File: src/rtl/serial_addsub_ctrl.sv
// Bit-serial WIDTH-bit adder/subtractor controller around one shared
// decoder-based 1-bit full-adder/full-subtractor cell, processed LSB-first.

// 1-bit cell: 3-to-8 minterm decode of {a,b,c}, outputs are OR-planes.
module serial_addsub_cell (
  input  logic a,
  input  logic b,
  input  logic c,
  input  logic mode,
  output logic s,
  output logic cn
);
  logic [2:0] sel;
  logic [7:1] m;  // minterm 0 drives no output plane, so it is not decoded

  assign sel = {a, b, c};

  for (genvar i = 1; i < 8; i++) begin : g_dec
    assign m[i] = (sel == 3'(i));
  end

  // sum and difference share one plane; mode only picks carry vs borrow
  always_comb begin
    s  = m[1] | m[2] | m[4] | m[7];
    cn = mode ? (m[1] | m[2] | m[3] | m[7])
              : (m[3] | m[5] | m[6] | m[7]);
  end
endmodule

module serial_addsub_ctrl #(
  parameter int WIDTH = 8,
  parameter int CNT_W = $clog2(WIDTH)
) (
  input  logic             clk,
  input  logic             rst,
  input  logic             start,
  input  logic             mode,
  input  logic [WIDTH-1:0] a,
  input  logic [WIDTH-1:0] b,
  output logic             busy,
  output logic             done,
  output logic [WIDTH-1:0] result,
  output logic             cout
);
  typedef enum logic [1:0] {IDLE, RUN, DONE} state_t;

  // latched request; a/b fields double as LSB-first shift registers
  typedef struct packed {
    logic             mode;
    logic [WIDTH-1:0] a;
    logic [WIDTH-1:0] b;
  } req_t;

  localparam logic [CNT_W-1:0] LAST = CNT_W'(WIDTH - 1);

  state_t           state_q, state_d;
  req_t             req_q;
  logic [CNT_W-1:0] cnt_q;
  logic             cy_q;
  logic [WIDTH-2:0] acc_q;   // upper bits of the partial result
  logic [WIDTH-1:0] acc_nxt; // partial result after this cycle's shift
  logic             s_bit, cy_nxt;
  logic             last_bit;

  serial_addsub_cell u_cell (
    .a    (req_q.a[0]),
    .b    (req_q.b[0]),
    .c    (cy_q),
    .mode (req_q.mode),
    .s    (s_bit),
    .cn   (cy_nxt)
  );

  // new bit enters at MSB; after WIDTH shifts bit i sits at position i
  assign acc_nxt  = {s_bit, acc_q};
  assign last_bit = (cnt_q == LAST);

  // state register
  always_ff @(posedge clk or posedge rst) begin
    if (rst) state_q <= IDLE;
    else     state_q <= state_d;
  end

  // next-state and status outputs; start is only honoured in IDLE
  always_comb begin
    state_d = state_q;
    busy    = 1'b0;
    done    = 1'b0;
    case (state_q)
      IDLE: if (start) state_d = RUN;
      RUN: begin
        busy = 1'b1;
        if (last_bit) state_d = DONE;
      end
      DONE: begin
        done    = 1'b1;
        state_d = IDLE;
      end
      default: state_d = IDLE;
    endcase
  end

  // operand latch, bit sequencing and carry/borrow chain
  always_ff @(posedge clk or posedge rst) begin
    if (rst) begin
      req_q <= '0;
      cnt_q <= '0;
      cy_q  <= 1'b0;
      acc_q <= '0;
    end else begin
      case (state_q)
        IDLE: if (start) begin
          req_q <= '{mode: mode, a: a, b: b};
          cnt_q <= '0;
          cy_q  <= 1'b0;
        end
        RUN: begin
          req_q.a <= req_q.a >> 1;
          req_q.b <= req_q.b >> 1;
          acc_q   <= acc_nxt[WIDTH-1:1];
          cy_q    <= cy_nxt;
          cnt_q   <= cnt_q + CNT_W'(1);
        end
        default: ;
      endcase
    end
  end

  // result/cout only load on the final bit so partial sums never show
  always_ff @(posedge clk or posedge rst) begin
    if (rst) begin
      result <= '0;
      cout   <= 1'b0;
    end else if (state_q == RUN && last_bit) begin
      result <= acc_nxt;
      cout   <= cy_nxt;
    end
  end
endmodule

File: config.mk
export PLATFORM = sky130hd
export DESIGN_NAME = serial_addsub_ctrl
export DESIGN_NICKNAME = d
export VERILOG_FILES = /design/src/rtl/serial_addsub_ctrl.sv
export SDC_FILE = /design/constraint.sdc
export NUM_CORES = 1
export LEC_CHECK = 0
export CAP_MARGIN = 20
export CORE_MARGIN = 2
export CORE_UTILIZATION = 55
export CTS_CLUSTER_SIZE = 12
export DETAILED_ROUTE_END_ITERATION = 10
export MAX_ROUTING_LAYER = met4
export PLACE_DENSITY_LB_ADDON = 0.12
export SLEW_MARGIN = 20
export SYNTH_ARGS = -nofsm -noshare
export SYNTH_HDL_FRONTEND = slang
export SYNTH_SLANG_ARGS = --single-unit
export TNS_END_PERCENT = 5
File: constraint.sdc
create_clock -name clk -period 2.7 [get_ports clk]
set_clock_uncertainty 0.15 [all_clocks]
set_input_delay 0.54 -clock clk [delete_from_list [all_inputs] [get_ports clk]]
set_output_delay 0.54 -clock clk [all_outputs]
set_load 0.05 [all_outputs]
### Word level (Yosys, flattened, before mapping)

Cells that the tools add are included.

| storage, ports and cells | value |
|---|---|
| output and inout port bits | 11 |
| bits in registers | 39 |
| input bits | 20 |
| word-level logic and storage cells | 48 |

| operators by class | value |
|---|---|
| add/sub/neg operators | 1 |
| multiplexer cells | 12 |
| equality and inequality tests | 12 |
| bitwise logic cells | 8 |
| reductions and logical operators | 6 |

Operator list:

| cell | count |
|---|---|
| 16-bit case mux with 2 select lines | 1 |
| 16-bit 2-to-1 mux | 1 |
| 3-bit == test, second input constant | 5 |
| 1-bit OR | 8 |
| 3-bit by 2-bit == test with 1-bit output, second input constant | 2 |
| 3-bit case mux with 2 select lines | 1 |
| 2-bit AND reduction | 3 |
| 1-bit 2-to-1 mux | 4 |
| 2-bit 2-to-1 mux | 2 |
| 2-bit != test, second input constant | 2 |
| 2-bit case mux with 2 select lines | 1 |
| 3-bit by 1-bit adder with 3-bit output, second input constant | 1 |
| 3-bit by 1-bit == test with 1-bit output, second input constant | 1 |
| 3-bit 2-to-1 mux | 1 |
| 2-bit by 1-bit == test with 1-bit output, second input constant | 1 |
| 2-bit == test, second input constant | 1 |
| 2-bit logical NOT | 1 |
| 1-bit case mux with 2 select lines | 1 |
| 2-bit nonzero test | 1 |
| 1-bit logical AND | 1 |

### Longest topological paths before layout

| depth | value |
|---|---|
| depth after elaboration | 6 |
| mapped depth | 6 |
| mapped depth without buffers | 5 |

### Hierarchy

From an unflattened synthesis, not the netlist that was laid out.

| unflattened totals | value |
|---|---|
| cells, all modules | 150 |
| area, all modules | 1779.2 µm² |

By module, submodules not included:

| module | cells each | instances | area each (µm²) | seq. area each (µm²) |
|---|---|---|---|---|
| serial_addsub_ctrl | 146 | 1 | 1741.7 | 975.9 |
| serial_addsub_cell | 4 | 1 | 37.5 | 0.0 |

### Worst setup path before layout

No wires, ideal clock.

| timing | value |
|---|---|
| path type | reg2out |
| start point | register state_q[1] |
| end point | output busy |
| stages on the path, launching flop included | 4 |
| path slack | 1.052 ns |
| path buffers | 1 |
| data arrival time | 0.958 ns |
| data required time | 2.010 ns |
| cells stage by stage | dfrtp_1 -> nand2b_1 -> buf_6 -> inv_2 |

| on the way | value |
|---|---|
| word-level cells in the longest chain between the ends | 2 |

RTL lines:

| what | RTL line | source |
|---|---|---|
| from (decl) | 56 | `state_t state_q, state_d;` |
| from (signal assigned) | 81 | `else state_q <= state_d;` |
| 2-bit by 1-bit == test with 1-bit output | 89 | `case (state_q)` |
| 1-bit 2-to-1 mux | 89 |  |
| to (decl) | 40 | `output logic busy,` |

Every way passes these cells.

### Worst setup path after layout

| timing | value |
|---|---|
| start point | register state_q[0] |
| end point | output done |

| on the way | value |
|---|---|
| word-level cells in the longest chain between the ends | 2 |

RTL lines:

| what | RTL line | source |
|---|---|---|
| 2-bit == test | 89 |  |
| 1-bit 2-to-1 mux | 89 |  |
| to (decl) | 41 | `output logic done,` |

Every way passes these cells.

==> impl_metrics.env <==
export IMPL_gp_congestion=0.723
export IMPL_grt_pass1_vias=1135
export IMPL_async_reset_ff_share_pct=100
export IMPL_pin_count=31
export IMPL_synthFlopType="dfrtp_1"
export IMPL_required_ps=2010
export IMPL_cts_root_buf="clkbuf_4"
export IMPL_vias_per_cell=5.32
export IMPL_ant_nets=0
export IMPL_first_iter_violations=36
export IMPL_hold_class="flop to flop"
export IMPL_path_max_fanout=8
export IMPL_num_vias=1170
export IMPL_post_cts_resized=0
export IMPL_wirelength_mm=2.96
export IMPL_numCtsBuffers=5
export IMPL_arrival_ps=1830
export IMPL_hold_violations=0
export IMPL_dieArea_um2=3550
export IMPL_synthXorXnorAreaFrac_pct=1.54
export IMPL_drv_slew=0
export IMPL_grt_overflow=0
export IMPL_clk_insertion_delay_late_ps=340
export IMPL_synth_compound_area_share_pct=8.82
export IMPL_worstReg2RegStart="cnt_q[0]$_DFFE_PP0P_"
export IMPL_fin_setup_tns_ps=0
export IMPL_max_cap_viol_count=0
export IMPL_tritoncts="built"
export IMPL_path_class="flop to output pin"
export IMPL_max_clock_path_buffers=2
export IMPL_cts_sinks=39
export IMPL_synth_top_family_by_area="multiplexers"
export IMPL_finalPower_w=0.00251
export IMPL_dp_cells=212
export IMPL_rsz0062_at_grt="false"
export IMPL_drc=0
export IMPL_hpwlAfterDp_mm=2.08
export IMPL_synth_distinct_cells=25
export IMPL_reg2regPathDepth=4
export IMPL_min_period_ps=2520
export IMPL_cp_start_kind="flop"
export IMPL_synth_seq_cells=39
export IMPL_drive_gt1_share_pct=11.2
export IMPL_path_depth=2
export IMPL_max_freq_mhz=396
export IMPL_yosysSeqAreaShare_pct=57.4
export IMPL_yosys_area_share_simple_pct=11.8
export IMPL_die_y_um=59.6
export IMPL_slowest_delay_ps=790
export IMPL_syn_nets=175
export IMPL_worstSetupEndpoint="done"
export IMPL_core_um2=3000
export IMPL_cts_max_level=2
export IMPL_finalSetupViolations=0
export IMPL_relSlewSlack_pct=64.0
export IMPL_period_share_pct=93.5
export IMPL_antennaDiodeCount=0
export IMPL_syn_to_final_growth_pct=23.2
export IMPL_ys_warn_count=0
export IMPL_wl_per_cell_um=13.4
export IMPL_tightest_slew_ps=539
export IMPL_fin_nets=208
export IMPL_postCtsSetupBuffers=0
export IMPL_p_leak_nw=0.963
export IMPL_hold_buffers=0
export IMPL_path_delay_family="buffers and inverters"
export IMPL_placed_cell_area_um2=2010
export IMPL_synthesis_instances=153
export IMPL_crit_slowest_cell="clkdlybuf4s50_1"
export IMPL_path_cells="and2b_1 > clkdlybuf4s50_1"
export IMPL_instances_no_fill=220
export IMPL_antenna_found_initial=0
export IMPL_min_from="req_q[3]$_DFFE_PP0P_"
export IMPL_nFillCells=236
export IMPL_dr_pass1_iters=4
export IMPL_r2r_end="result[2]$_DFFE_PP0P_"
export IMPL_rows=20
export IMPL_status="completed"
export IMPL_finish_instance_area_um2=2100
export IMPL_grt_max_degree=40
export IMPL_cp_end_kind="output pin"
export IMPL_r2r_slack_ps=780
export IMPL_critPathBufInv=1
export IMPL_initial_core_util_pct=56.7
export IMPL_clkTransAtPathRegs_ps=110
export IMPL_synth_fa_ha_area_share_pct=1.47
export IMPL_power_density_nw_per_um2=1200
export IMPL_final_cell_mix="nand2_1 (39), dfrtp_1 (39), clkdlybuf4s50_1 (29)"
export IMPL_die_w_um=59.6
export IMPL_synth_edff_count=0
export IMPL_vdd_ir_drop_max_v=0.000847
export IMPL_gr_usage_all_layers_pct=20.3
export IMPL_synth_cell_area_um2=1700
export IMPL_synth_mux_area_share_pct=14.1
export IMPL_portBuffers=30
export IMPL_synth_area_per_cell_um2=11.1
export IMPL_grt_pass1_wl_mm=5.10
export IMPL_startpoint="state_q[0]$_DFFE_PP0P_"
## sequential cells by signal, summed over array words and instances, names as in the netlist
signal and flops:
state_q 2, cout 1, req_q 17, cnt_q 3, result 8, acc_q 7
cy_q 1
## worst reg2reg max path: cells and delay by family (launching register included)
| family | cells | cell delay (ps) |
|---|---|---|
| adder cells (fa/ha/maj) | 2 | 410 |
| flip-flops | 1 | 420 |
| multiplexers | 1 | 410 |
| AND/OR/NAND/NOR | 1 | 430 |
## logic make-up (layout without fill, tap and decap cells)
logic type	count (synthesis)	in the layout
buffers and inverters	11	45
muxes	23	23
xor gates and xnor gates	3	3
AOI/OAI and AO/OA	27	27
adders and majority gates	2	2
and+or+nand+nor	48	48
DFF	39	39
## layout make-up
class	count	area [um^2]	area share, %
Clock buffer	6	51.3	2.45
Inverter	4	15.0	0.716
Timing Repair Buffer	33	333	15.9
Clock inverter	2	35.0	1.67
Sequential cell	39	976	46.5
Multi-Input combinational cell	103	646	30.8
Tap cell	33	41.3	1.97
## metal layers
layer  wire [um]  global-route usage [%]  share of wire [%]
met1        1290                    26.1                 44
met3         151                    6.77                5.1
met2        1470                    30.6                 50
met4          47                    6.67                1.6
met5           0                       -                  0
## cells in the mapped netlist, drive strengths merged (2+ instances only)
cell | count | area share [%]
nand2 | 39 | 8.6
dfrtp | 39 | 57
a22o | 2 | 1.0
o31ai | 2 | 0.88
inv | 4 | 0.88
o21ai | 19 | 5.6
mux2i | 15 | 8.8
mux2 | 8 | 5.3
xor2 | 2 | 1.0
ha | 2 | 1.5
nor2b | 4 | 1.5
nor2 | 2 | 0.44
buf | 6 | 3.7
a21oi | 3 | 0.88
## worst min path at each step
| stage | to | slack, ps | depth (start not counted) |
|---|---|---|---|
| 6_report | req_q[3]$_DFFE_PP0P_ | 340 | 2 |
| 5_1_grt | req_q[12]$_DFFE_PP0P_ | 380 | 2 |
| 4_1_cts | acc_q[0]$_DFFE_PP0N_ | 350 | 2 |
| 3_5_place_dp | acc_q[0]$_DFFE_PP0N_ | 320 | 2 |
| 3_3_place_gp | acc_q[0]$_DFFE_PP0N_ | 300 | 2 |
| 2_1_floorplan | acc_q[0]$_DFFE_PP0N_ | 290 | 2 |
## metrics by stage
step | worst slack [ps] | utilization [%] | hold slack (ps)
detailed placement | 556 | 67.0 | 318
global route | 84.4 | 69.8 | 379
finish | 177 | 69.8 | 343
CTS | 156 | 69.8 | 347
global placement | 561 | 67.0 | 304
floorplan | 1050 | - | 291
## where the power goes
group / switching (W) / internal (W) / total, W
Combinational: 0.000640 / 0.000459 / 0.00110
Sequential: 0.000164 / 0.000842 / 0.00101
Clock: 0.000186 / 0.000219 / 0.000405
No activity file was read; power rests on OpenSTA's default activity.
